**src/rtl/int_ctrl.sv**
```systemverilog
// rtl/int_ctrl.sv - breakpoint/IR/keyboard interrupt controller with single-level service FSM
module int_ctrl (
  input  logic        clk,
  input  logic        rstN,
  input  logic [31:0] pc,
  input  logic        pcValid,
  input  logic [31:0] bp0Addr,
  input  logic [31:0] bp1Addr,
  input  logic [31:0] bp2Addr,
  input  logic [31:0] bp3Addr,
  input  logic        bp0En,
  input  logic        bp1En,
  input  logic        bp2En,
  input  logic        bp3En,
  input  logic [31:0] bpAddr,
  input  logic [31:0] irAddr,
  input  logic [31:0] keyboardAddr,
  input  logic        irEn,
  input  logic        keyboardEn,
  input  logic        irEvent,
  input  logic        kbEvent,
  input  logic        intAck,
  input  logic        intDone,
  output logic        intReq,
  output logic [31:0] intVector,
  output logic [2:0]  intSource,
  output logic [1:0]  overrun,
  output logic        busy
);

  typedef enum logic [1:0] {IDLE, REQ, SERVICE} state_t;

  localparam logic [2:0] SRC_NONE = 3'd0;
  localparam logic [2:0] SRC_IR   = 3'd5;
  localparam logic [2:0] SRC_KB   = 3'd6;

  state_t     state;
  logic       bp_pend;
  logic [1:0] bp_idx;
  logic       ir_pend;
  logic       kb_pend;

  logic [3:0] bp_en_vec;
  logic [3:0] bp_match;
  logic [1:0] bp_hit_idx;
  logic       bp_elig;
  logic       ir_elig;
  logic       kb_elig;
  logic       ack_now;
  logic       bp_ack;
  logic       ir_ack;
  logic       kb_ack;

  assign bp_en_vec = {bp3En, bp2En, bp1En, bp0En};
  assign bp_match  = {bp3En && (pc == bp3Addr),
                      bp2En && (pc == bp2Addr),
                      bp1En && (pc == bp1Addr),
                      bp0En && (pc == bp0Addr)};

  // Lowest matching breakpoint index wins (later assignments override earlier ones)
  always_comb begin
    bp_hit_idx = 2'd0;
    if (bp_match[3]) bp_hit_idx = 2'd3;
    if (bp_match[2]) bp_hit_idx = 2'd2;
    if (bp_match[1]) bp_hit_idx = 2'd1;
    if (bp_match[0]) bp_hit_idx = 2'd0;
  end

  // A masked source stays pending; it only competes while its enable is high
  assign bp_elig = bp_pend && bp_en_vec[bp_idx];
  assign ir_elig = ir_pend && irEn;
  assign kb_elig = kb_pend && keyboardEn;

  // The latched intSource identifies which pending flag the acknowledge retires
  assign ack_now = (state == REQ) && intAck;
  assign bp_ack  = ack_now && (intSource != SRC_NONE) && (intSource < SRC_IR);
  assign ir_ack  = ack_now && (intSource == SRC_IR);
  assign kb_ack  = ack_now && (intSource == SRC_KB);

  assign busy = (state != IDLE);

  // Pending/overrun bookkeeping plus the IDLE -> REQ -> SERVICE sequencer
  always_ff @(posedge clk or negedge rstN) begin
    if (!rstN) begin
      state     <= IDLE;
      bp_pend   <= 1'b0;
      bp_idx    <= 2'd0;
      ir_pend   <= 1'b0;
      kb_pend   <= 1'b0;
      overrun   <= 2'b00;
      intReq    <= 1'b0;
      intVector <= 32'd0;
      intSource <= SRC_NONE;
    end else begin
      // An event arriving with its own acknowledge re-arms the flag without counting as lost
      if (ir_ack) begin
        ir_pend    <= irEvent;
        overrun[0] <= 1'b0;
      end else if (irEvent) begin
        ir_pend <= 1'b1;
        if (ir_pend) overrun[0] <= 1'b1;
      end

      if (kb_ack) begin
        kb_pend    <= kbEvent;
        overrun[1] <= 1'b0;
      end else if (kbEvent) begin
        kb_pend <= 1'b1;
        if (kb_pend) overrun[1] <= 1'b1;
      end

      // Breakpoints are only captured while idle, keeping the first recorded hit
      if (bp_ack) begin
        bp_pend <= 1'b0;
      end else if ((state == IDLE) && pcValid && (|bp_match) && !bp_pend) begin
        bp_pend <= 1'b1;
        bp_idx  <= bp_hit_idx;
      end

      case (state)
        IDLE: begin
          if (bp_elig) begin
            state     <= REQ;
            intReq    <= 1'b1;
            intVector <= bpAddr;
            intSource <= 3'd1 + {1'b0, bp_idx};
          end else if (ir_elig) begin
            state     <= REQ;
            intReq    <= 1'b1;
            intVector <= irAddr;
            intSource <= SRC_IR;
          end else if (kb_elig) begin
            state     <= REQ;
            intReq    <= 1'b1;
            intVector <= keyboardAddr;
            intSource <= SRC_KB;
          end
        end
        REQ: begin
          if (intAck) begin
            state  <= SERVICE;
            intReq <= 1'b0;
          end
        end
        SERVICE: begin
          if (intDone) begin
            state     <= IDLE;
            intSource <= SRC_NONE;
          end
        end
        default: begin
          state  <= IDLE;
          intReq <= 1'b0;
        end
      endcase
    end
  end

endmodule

```
**config.mk**
```make
export PLATFORM = sky130hd
export DESIGN_NAME = int_ctrl
export DESIGN_NICKNAME = d
export VERILOG_FILES = /design/src/rtl/int_ctrl.sv
export SDC_FILE = /design/constraint.sdc
export NUM_CORES = 1
export LEC_CHECK = 0
export CORE_AREA = 5 5 116 118
export CTS_CLUSTER_DIAMETER = 100
export DETAILED_ROUTE_END_ITERATION = 7
export DIE_AREA = 0 0 121 123
export PLACE_DENSITY_LB_ADDON = 0.1
export SLEW_MARGIN = 20
export SYNTH_ARGS = -nofsm -noshare
export SYNTH_HDL_FRONTEND = slang
export SYNTH_SLANG_ARGS = --single-unit
```
**constraint.sdc**
```tcl
create_clock -name clk -period 3.4 [get_ports clk]
set_input_delay 0.34 -clock clk [delete_from_list [all_inputs] [get_ports clk]]
set_output_delay 0.34 -clock clk [all_outputs]
set_load 0.02 [all_outputs]
```
==> metrics.md <==
| Metric | Value |
|---|---|
| Worst setup EP type | flip-flop |
| Synth top area cells | dfrtp_1, xor2_1, mux2_2 |
| Final Max Tran Viols | 0 |
| HP Class | input port to asynchronous set/reset pin |
| Power per standard cell area | about 460 mW/mm2 |
| Post-route setup TNS | 0 ps |
| Site row count | 41 |
| Leakage power | slightly below 3 nW |
| DR iter-0 viols | approximately 140 |
| Commonest non-fill, non-tap cell in the layout | clkdlybuf4s50_1 |
| Area of the multi-input gates | between 0.002 and 0.003 mm2 |
| Crit share post-route | around two thirds |
| Cts repair resizes | 0 |
| Via Count | 4,200 |
| Number of fill cells | ~1,100 |
| Starting Density | between 30% and 40% |
| Worst vdd ir | slightly above 200 uV |
| CTS tree | yes |
| Launching point of the worst reg2reg path | bp_idx[0] |
| Critical Path Start Type | input port |
| Unique cell type count in the Yosys netlist | 41 |
| First-pass GRT wire length | 25,500 um |
| Root buffer cell | clkbuf_16 |
| Critical path data required time | between 3000 and 4000 ps |
| Die area | 0.0149 mm2 |
| Post-CTS Setup Repair Bufs | 0 |
| Drt first pass iters | 6 |
| Placer Congestion | approximately 0.91 |
| Register bit total from synthesis | 45 |
| Sequential cell area fraction in the yosys report | 28.8% |
| Status | completed |
| Cells after Synth | between 400 and 500 |
| Final clock skew | about 7.1 ps |
| Clock Latency Late Sink | roughly 290 ps |
| Most frequent cells in the layout | clkdlybuf4s50_1, xor2_1, dfrtp_1 |
| Global route overflow | 0 |
| Routed length on met1 | a little under 6000 um |
| Ports | ~310 |
| Maxcap violations | 0 |
| Die span in y | 123 um |
| IO Port Bufs | slightly above 300 |
| Uppermost layer routed | met4 |
| Post-CTS Hold Buffers | 0 |
| Cell accounting for the most synthesized area | dfrtp_1 |
| Critical path type | input port to flip-flop |
| CTS buffer count | 5 |
| CORE AREA | approximately 0.012 mm2 |
| Total GRT Usage | 22.3% |
| Die width | between 100 and 150 um |
| Final #Nets | 989 |
| WL met2 | roughly 9000 um |
| Final min period | between 2000 and 2500 ps |
| RSZ-0062 raised after global routing | false |
| Area Growth Syn to Fin | 87.5% |
| Vias in the first global route | approximately 4,700 |
| Syn_nets | between 600 and 700 |
| DR DRC count | 0 |
| Avg Synthesized Cell Area | about 9.4 um2 |
| Maximum clock rate | 429 MHz |
| Ys flop type | dfrtp_1 |
| Vias/cell | 4.70 |
| Max_slew headroom | 60.7% |
| CP arrival | between 2000 and 2500 ps |
| Final setup viols | 0 |
| Met3 WL | 1780 um |
| Layout cells sized above 1 | under 10% |
| Htree depth | 2 |
| Register area | 0.00113 mm2 |
| Antenna Nets Post-Route | 0 |
| Synth warnings | 0 |
| Cell area after synthesis | ~0.0039 mm2 |
| Async SR Flop Fraction | 100% |
| Wire per inst | between 15 and 20 um |
| Post-DP HPWL | between 15,000 and 20,000 um |
| Final hold vios | 0 |
| Crit-path max FO | 4 |
| Antenna violations before repair | 1 |
| Tightest Pin Transition | 590 ps |
| TritonCTS Sinks | 45 |
| Post-synth top area share | 28.8% |
| R2R Setup Slk | about 1200 ps |
| Largest net degree at the start of global routing | between 60 and 70 |
| Total Routed Length | ~17,000 um |
| Worst-case clock buffer depth | 2 |
| Post-synth EDFFs | 0 |
| Worst Setup SP | pc[20] |
| Overall power | 3.38 mW |
| Reg clk slew, reported paths | approximately 70 ps |
path summary, 6_finish.rpt:
| kind | cells after the start | end |
|---|---|---|
| max in group asynchronous | 1 | intVector[28] |
| hold reg to reg | 1 | intReq |
| setup / recovery | 7 | bp_idx[0] |
| hold / removal | 1 | intVector[11] |
| setup reg to reg | 5 | intVector[2] |
| min in group clk | 1 | intReq |
metrics by stage:
step | cells | instance area [um2] | setup slack, ps | hold slack [ps] | util, %
2_1_floorplan | 416 | 3910 | 1570 | 44.4 | -
3_3_place_gp | 884 | 7170 | 726 | 472 | 58.0
3_5_place_dp | 884 | 7170 | 696 | 469 | 58.0
4_1_cts | 892 | 7320 | 1010 | 270 | 59.2
5_1_grt | 893 | 7330 | 862 | 104 | 59.3
6_report | 893 | 7330 | 1070 | 48.7 | 59.3
synth_stat cells, types with 2 or more instances:
cell and instances:
a21o_1 6, a21oi_1 36, a22oi_1 2, and2_1 2
buf_1 4, buf_2 5, buf_4 2, clkbuf_1 2
dfrtp_1 45, inv_1 3, mux2_2 29, mux2_4 3
mux2i_1 32, nand2_1 7, nand2b_1 2, nand3_1 9
nand3b_1 3, nand4_1 5, nor2_1 34, nor3_1 6
nor4_1 28, o21ai_0 5, or3_1 2, xnor2_1 8
xor2_1 120
where the power goes:
| part | switching [mW] | leakage, nW | internal, mW |
|---|---|---|---|
| registers | 0.142 | 0.512 | 0.779 |
| clock network | 0.209 | 0.0768 | 0.293 |
| logic | 0.865 | 2.37 | 1.09 |
| total | 1.22 | 2.96 | 2.16 |
sequential cells by signal, indices dropped and copies added, names as in the netlist, 2 cells and up:
signal,flops
bp_idx,2
intSource,3
intVector,32
overrun,2
state,2
worst max-delay path, cell delays in order:
cell and delay [ps]:
clkdlybuf4s50_1 540, xor2_1 220, nor4_1 380, nand4_1 200, or4_1 580, o21ai_1 140
a22oi_1 80
layer usage:
metal  up-vias  global-route usage [%]
li1       2072                       -
met2       213                    43.0
met3        23                    8.14
met4         0                    7.93
met5         -                       0
met1      1892                    21.7
cell families (layout without fill, tap and decap cells):
| family | Yosys count | count (layout) | synth area share, % |
|---|---|---|---|
| XOR/XNOR | 128 | 128 | 28.7 |
| AND/OR/NAND/NOR | 104 | 104 | 13.7 |
| multiplexers | 65 | 65 | 18.3 |
| AO/OA/AOI/OAI | 56 | 56 | 8.06 |
| flip-flops | 45 | 45 | 28.8 |
| buffers and inverters | 17 | 321 | 2.18 |
| adder cells (fa/ha/maj) | 1 | 1 | 0.320 |
| other | 0 | 1 | 0 |
final cells by class:
| class | instances | share of cell area [%] |
|---|---|---|
| tap | 172 | 2.94 |
| multi-input combinational | 354 | 37.1 |
| clock inverter | 2 | 0.188 |
| clock buffer | 6 | 1.89 |
| inverter | 3 | 0.154 |
| timing repair buffer | 310 | 42.4 |
| sequential | 45 | 15.4 |
| antenna | 1 | 0.0341 |
No activity file was read; power rests on OpenSTA's default activity.
